[src/rtl/reg_file.sv]
// 32x32 integer register file with two combinational read ports, optional
// writeback forwarding, and a busy scoreboard that generates decode stalls.
module reg_file #(
  parameter bit BYPASS_EN = 1'b1
) (
  input  logic        clk_i,
  input  logic        rst_n_i,
  input  logic [4:0]  rs1_addr_i,
  input  logic [4:0]  rs2_addr_i,
  input  logic        rs1_used_i,
  input  logic        rs2_used_i,
  output logic [31:0] reg1_data_o,
  output logic [31:0] reg2_data_o,
  input  logic        issue_i,
  input  logic [4:0]  issue_rd_i,
  input  logic        wr_en_i,
  input  logic [4:0]  wr_addr_i,
  input  logic [31:0] wr_data_i,
  output logic        stall_o,
  output logic [31:0] busy_o
);

  logic [31:0] mem_reg [32];
  logic [31:0] busy_reg;
  logic [31:0] busy_next;
  logic        wr_live;
  logic        fwd1;
  logic        fwd2;
  logic        pend1;
  logic        pend2;
  logic        issue_go;

  assign wr_live = wr_en_i && (wr_addr_i != 5'd0);

  // Entry 0 is held at zero so x0 never needs special handling on the write side.
  generate
    for (genvar gi = 0; gi < 32; gi++) begin : g_mem
      always_ff @(posedge clk_i) begin
        if (!rst_n_i) begin
          mem_reg[gi] <= '0;
        end else if ((gi != 0) && wr_live && (wr_addr_i == 5'(gi))) begin
          mem_reg[gi] <= wr_data_i;
        end
      end
    end
  endgenerate

  assign fwd1 = BYPASS_EN && wr_live && (wr_addr_i == rs1_addr_i);
  assign fwd2 = BYPASS_EN && wr_live && (wr_addr_i == rs2_addr_i);

  // While reset is held the array still has stale contents, so mask it.
  always_comb begin
    reg1_data_o = '0;
    reg2_data_o = '0;
    if (fwd1) begin
      reg1_data_o = wr_data_i;
    end else if (rst_n_i && (rs1_addr_i != 5'd0)) begin
      reg1_data_o = mem_reg[rs1_addr_i];
    end
    if (fwd2) begin
      reg2_data_o = wr_data_i;
    end else if (rst_n_i && (rs2_addr_i != 5'd0)) begin
      reg2_data_o = mem_reg[rs2_addr_i];
    end
  end

  assign pend1 = rst_n_i && rs1_used_i && (rs1_addr_i != 5'd0) &&
                 busy_reg[rs1_addr_i] && !fwd1;
  assign pend2 = rst_n_i && rs2_used_i && (rs2_addr_i != 5'd0) &&
                 busy_reg[rs2_addr_i] && !fwd2;
  assign stall_o = pend1 || pend2;

  assign issue_go = issue_i && !stall_o && (issue_rd_i != 5'd0);

  // Clear before set: a newer producer issued this cycle keeps the bit pending.
  always_comb begin
    busy_next = busy_reg;
    if (wr_live) begin
      busy_next[wr_addr_i] = 1'b0;
    end
    if (issue_go) begin
      busy_next[issue_rd_i] = 1'b1;
    end
    busy_next[0] = 1'b0;
  end

  always_ff @(posedge clk_i) begin
    if (!rst_n_i) begin
      busy_reg <= '0;
    end else begin
      busy_reg <= busy_next;
    end
  end

  assign busy_o = busy_reg;

endmodule

[config.mk]
export PLATFORM = sky130hd
export DESIGN_NAME = reg_file
export DESIGN_NICKNAME = d
export VERILOG_FILES = /design/src/rtl/reg_file.sv
export SDC_FILE = /design/constraint.sdc
export NUM_CORES = 2
export LEC_CHECK = 0
export CORE_MARGIN = 4
export CORE_UTILIZATION = 45
export DETAILED_ROUTE_END_ITERATION = 10
export DONT_BUFFER_PORTS = 1
export GPL_TIMING_DRIVEN = 0
export HOLD_SLACK_MARGIN = 0.12
export PLACE_DENSITY_LB_ADDON = 0.12
export SLEW_MARGIN = 5
export SYNTH_ARGS = -nofsm -noshare
export SYNTH_HDL_FRONTEND = slang
export SYNTH_SLANG_ARGS = --single-unit
[constraint.sdc]
create_clock -name clk_i -period 4.9 [get_ports clk_i]
set_input_delay 0.245 -clock clk_i [delete_from_list [all_inputs] [get_ports clk_i]]
set_output_delay 0.245 -clock clk_i [all_outputs]
set_load 0.005 [all_outputs]
==> flow_summary.toml <==
[outcome]
status = "finished, violations left"
failed_checks = "negative setup slack"

[logic_synthesis]
ys_async_sr_fraction_pct = 0
synth_cells = 3644
synth-warning-count = 0
synth_seq_area_share_pct = 54.80
synth_edf_count = 992
ys_dominant_reg_cell = "edfxtp_1"
synth_cell_type_count = 56
synthesis.nets = 3702
syn_area_per_cell_um2 = 15.23
synth-seq-cells = 1023
netlist_area_um2 = 55490

[cells_and_area]
fin_nets = 3899
leading_cell_types_in_the_layout_fill_and_taps_excluded = "and2_1, edfxtp_1, mux4_2"
layoutNonFillerInstCount = 5574
share_of_cells_above_drive_strength_1_pct = 24.28
largest_register_ff_count = 992
area.growth.synth_to_final_pct = 12.93
fillers = 10220

[route]
1st_iter_drt_viols = 5424
route.detailed.wl_per_inst_um = 37.36
drtPass1Iterations = 6
totalWireLength_mm = 208.2
ant_nets = 0
drc = 0
detailroute.via_count = 35570
vias_per_cell = 6.381

[worst_setup_path]
r2r-start = "busy_o[24]"
worstRegToRegCells = 10
critPathArrivalTime_ps = 4760
critical_path.max_fanout = 10
r2r_slack_ps = 1130
timing.critical_path.from_type = "primary input"
worst_setup_path_end_kind = "primary output"
worstSetupPathType = "in -> out"
worst_r2r_endpoint = "busy_o[23]"
worst-endpoint-required_ps = 4660

[timing]
minimum_period_implied_by_the_final_worst_setup_slack_ps = 5007
setup_ws_ps = -106.6
timing.final.crit_share_pct = 102.2
worst_clock_skew_ps = 10.08
timing_worst_slew_pin_value_ps = 1442
pins_over_slew_limit = 0
fmax_mhz = 199.7
report.final.hold_viol_count = 0
maxSlewHeadroom_pct = 3.848
setup_viol = 2
unrepaired_setup_endpoints_after_global_routing = "false"

[die]
initial_core_util_pct = 45.41
floorplan.core_area_um2 = 122200
floorplan.io_pins = 155
placement_rows = 128
die-area_um2 = 129000
floorplan.die.height_um = 359.2
width_of_the_chip_um = 359.2

[clock_network]
clockBufferDepth = 3
worst_skew_pair.late_latency_ps = 730
clock_sink_count = 1023
postCtsSetupRepairBufs = 0
cts_tree = "done"
cts_made_buffers = 112
clk_transition_reported_paths_ps = 60
cts_root_buffer = "clkbuf_16"
cts-htree-levels = 3

[global_route]
grt_antenna_before_repair = 17
grt_pass1_vias = 34620
gr-usage-all-layers_pct = 31.86
grt_first_pass_wirelength_mm = 283.9
grt_overflow_total = 0
grt_max_degree = 32

[worst_hold_path]
whs_endpoint = "mem_reg[21][25]"
worst_hold_path_type = "in -> reg"
holdCritStartpoint = "wr_data_i[25]"
holdPathStages = 2

[placement]
numPortBuffers = 0
placed_cells = 5304
dpl.hpwl_mm = 157.6
finalWeightedCongestion = 0.9776

[pwr]
vdd_ir_drop_max_v = 0.0002957
power.leakage_nw = 20.82
total_power_mw = 21.79
power_density_nw_per_um2 = 347.8

[job]
max_cap_viol_count = 0
==> synthesized netlist by cell type, types with 7 or more instances <==
library cell | instances | area, um^2
and2_1 | 992 | 6206
mux2_2 | 86 | 968.4
o22ai_2 | 19 | 237.7
buf_2 | 39 | 195.2
edfxtp_1 | 992 | 29790
nand2_1 | 110 | 412.9
buf_1 | 47 | 176.4
a22oi_1 | 21 | 157.7
mux2i_1 | 52 | 520.5
dfxtp_1 | 31 | 620.6
inv_1 | 33 | 123.9
o31ai_1 | 20 | 150.1
o22ai_1 | 22 | 137.6
nand3_1 | 12 | 60.06
clkbuf_1 | 302 | 1134
nor2b_1 | 7 | 43.79
a22o_1 | 44 | 385.4
nor2_1 | 75 | 281.5
mux4_2 | 563 | 12680
o21ai_0 | 90 | 450.4
==> stage by stage <==
stage	util, %	setup TNS (ps)	hold slack, ps	area (um^2)	worst slack [ps]
floorplan	-	0	349.3	55490	1008
global placement	47.07	-1429970	363.2	57520	-2283
detailed placement	47.92	0	357.0	58560	169.9
CTS	51.25	0	121.8	62620	167.9
global route	51.26	0	185.4	62640	23.53
finish	51.28	-110.6	185.1	62660	-106.6
==> worst max-delay path, stage by stage <==
cell	delay, ps
buf_2	240
clkbuf_1	570
clkbuf_1	780
clkbuf_1	1010
mux4_2	410
mux4_2	320
mux2i_1	90
o21ai_0	1070
==> repair_timing <==
item,4_1_cts,5_1_grt
hold buffers,47,0
gates resized for setup,0,1
setup endpoints to repair,0,1
endpoints found under the hold margin,244,0
==> cell type report <==
| class | instances | area [um^2] | area share [%] |
|---|---|---|---|
| antenna | 12 | 30.03 | 0.04792 |
| buffer | 393 | 1584 | 2.528 |
| clock buffer | 148 | 3020 | 4.820 |
| clock inverter | 62 | 571.8 | 0.9125 |
| inverter | 36 | 137.6 | 0.2196 |
| multi-input combinational | 2192 | 23650 | 37.74 |
| sequential | 1023 | 30410 | 48.53 |
| tap | 1625 | 2033 | 3.245 |
| timing repair buffer | 83 | 1227 | 1.959 |
==> worst max-delay path by stage <==
stage                     cells after the start          start  slack (ps)               to
after CTS                                     8  rs1_addr_i[1]         170  reg1_data_o[30]
after detailed placement                      8  rs1_addr_i[1]         170  reg1_data_o[30]
after global routing                          9  rs2_addr_i[0]          20   reg2_data_o[0]
after floorplan                               4   wr_addr_i[4]        1010    mem_reg[7][0]
final                                         8  rs1_addr_i[1]        -110  reg1_data_o[29]
after global placement                        3   wr_addr_i[1]       -2280   mem_reg[7][17]
==> routing by layer <==
| layer | GRT usage (%) | wire length (um) | vias to the layer above |
|---|---|---|---|
| met2 | 47.69 | 92280 | 2095 |
| li1 | - | - | 14400 |
| met5 | 0 | 28 | - |
| met4 | 11.13 | 8115 | 4 |
| met3 | 9.842 | 25660 | 368 |
| met1 | 44.37 | 82160 | 18700 |
==> power breakdown <==
part	total [mW]	internal (mW)	leakage (nW)	switching, mW
Combinational	3.01	1.20	9.37	1.81
Sequential	10.3	10.1	9.71	0.226
Clock	8.50	4.79	1.75	3.70
==> cell families (layout without fill, tap and decap cells) <==
| kind of cell | Yosys count | after routing | synth area share [%] |
|---|---|---|---|
| buffers and inverters | 429 | 722 | 3.087 |
| AO/OA/AOI/OAI | 250 | 250 | 3.330 |
| multiplexers | 701 | 701 | 25.53 |
| flip-flops | 1023 | 1023 | 54.80 |
| AND/OR/NAND/NOR | 1230 | 1230 | 13.08 |
| XOR/XNOR | 10 | 10 | 0.1578 |
| other | 1 | 13 | 0.006758 |
Power figures use the tool's default switching activity.
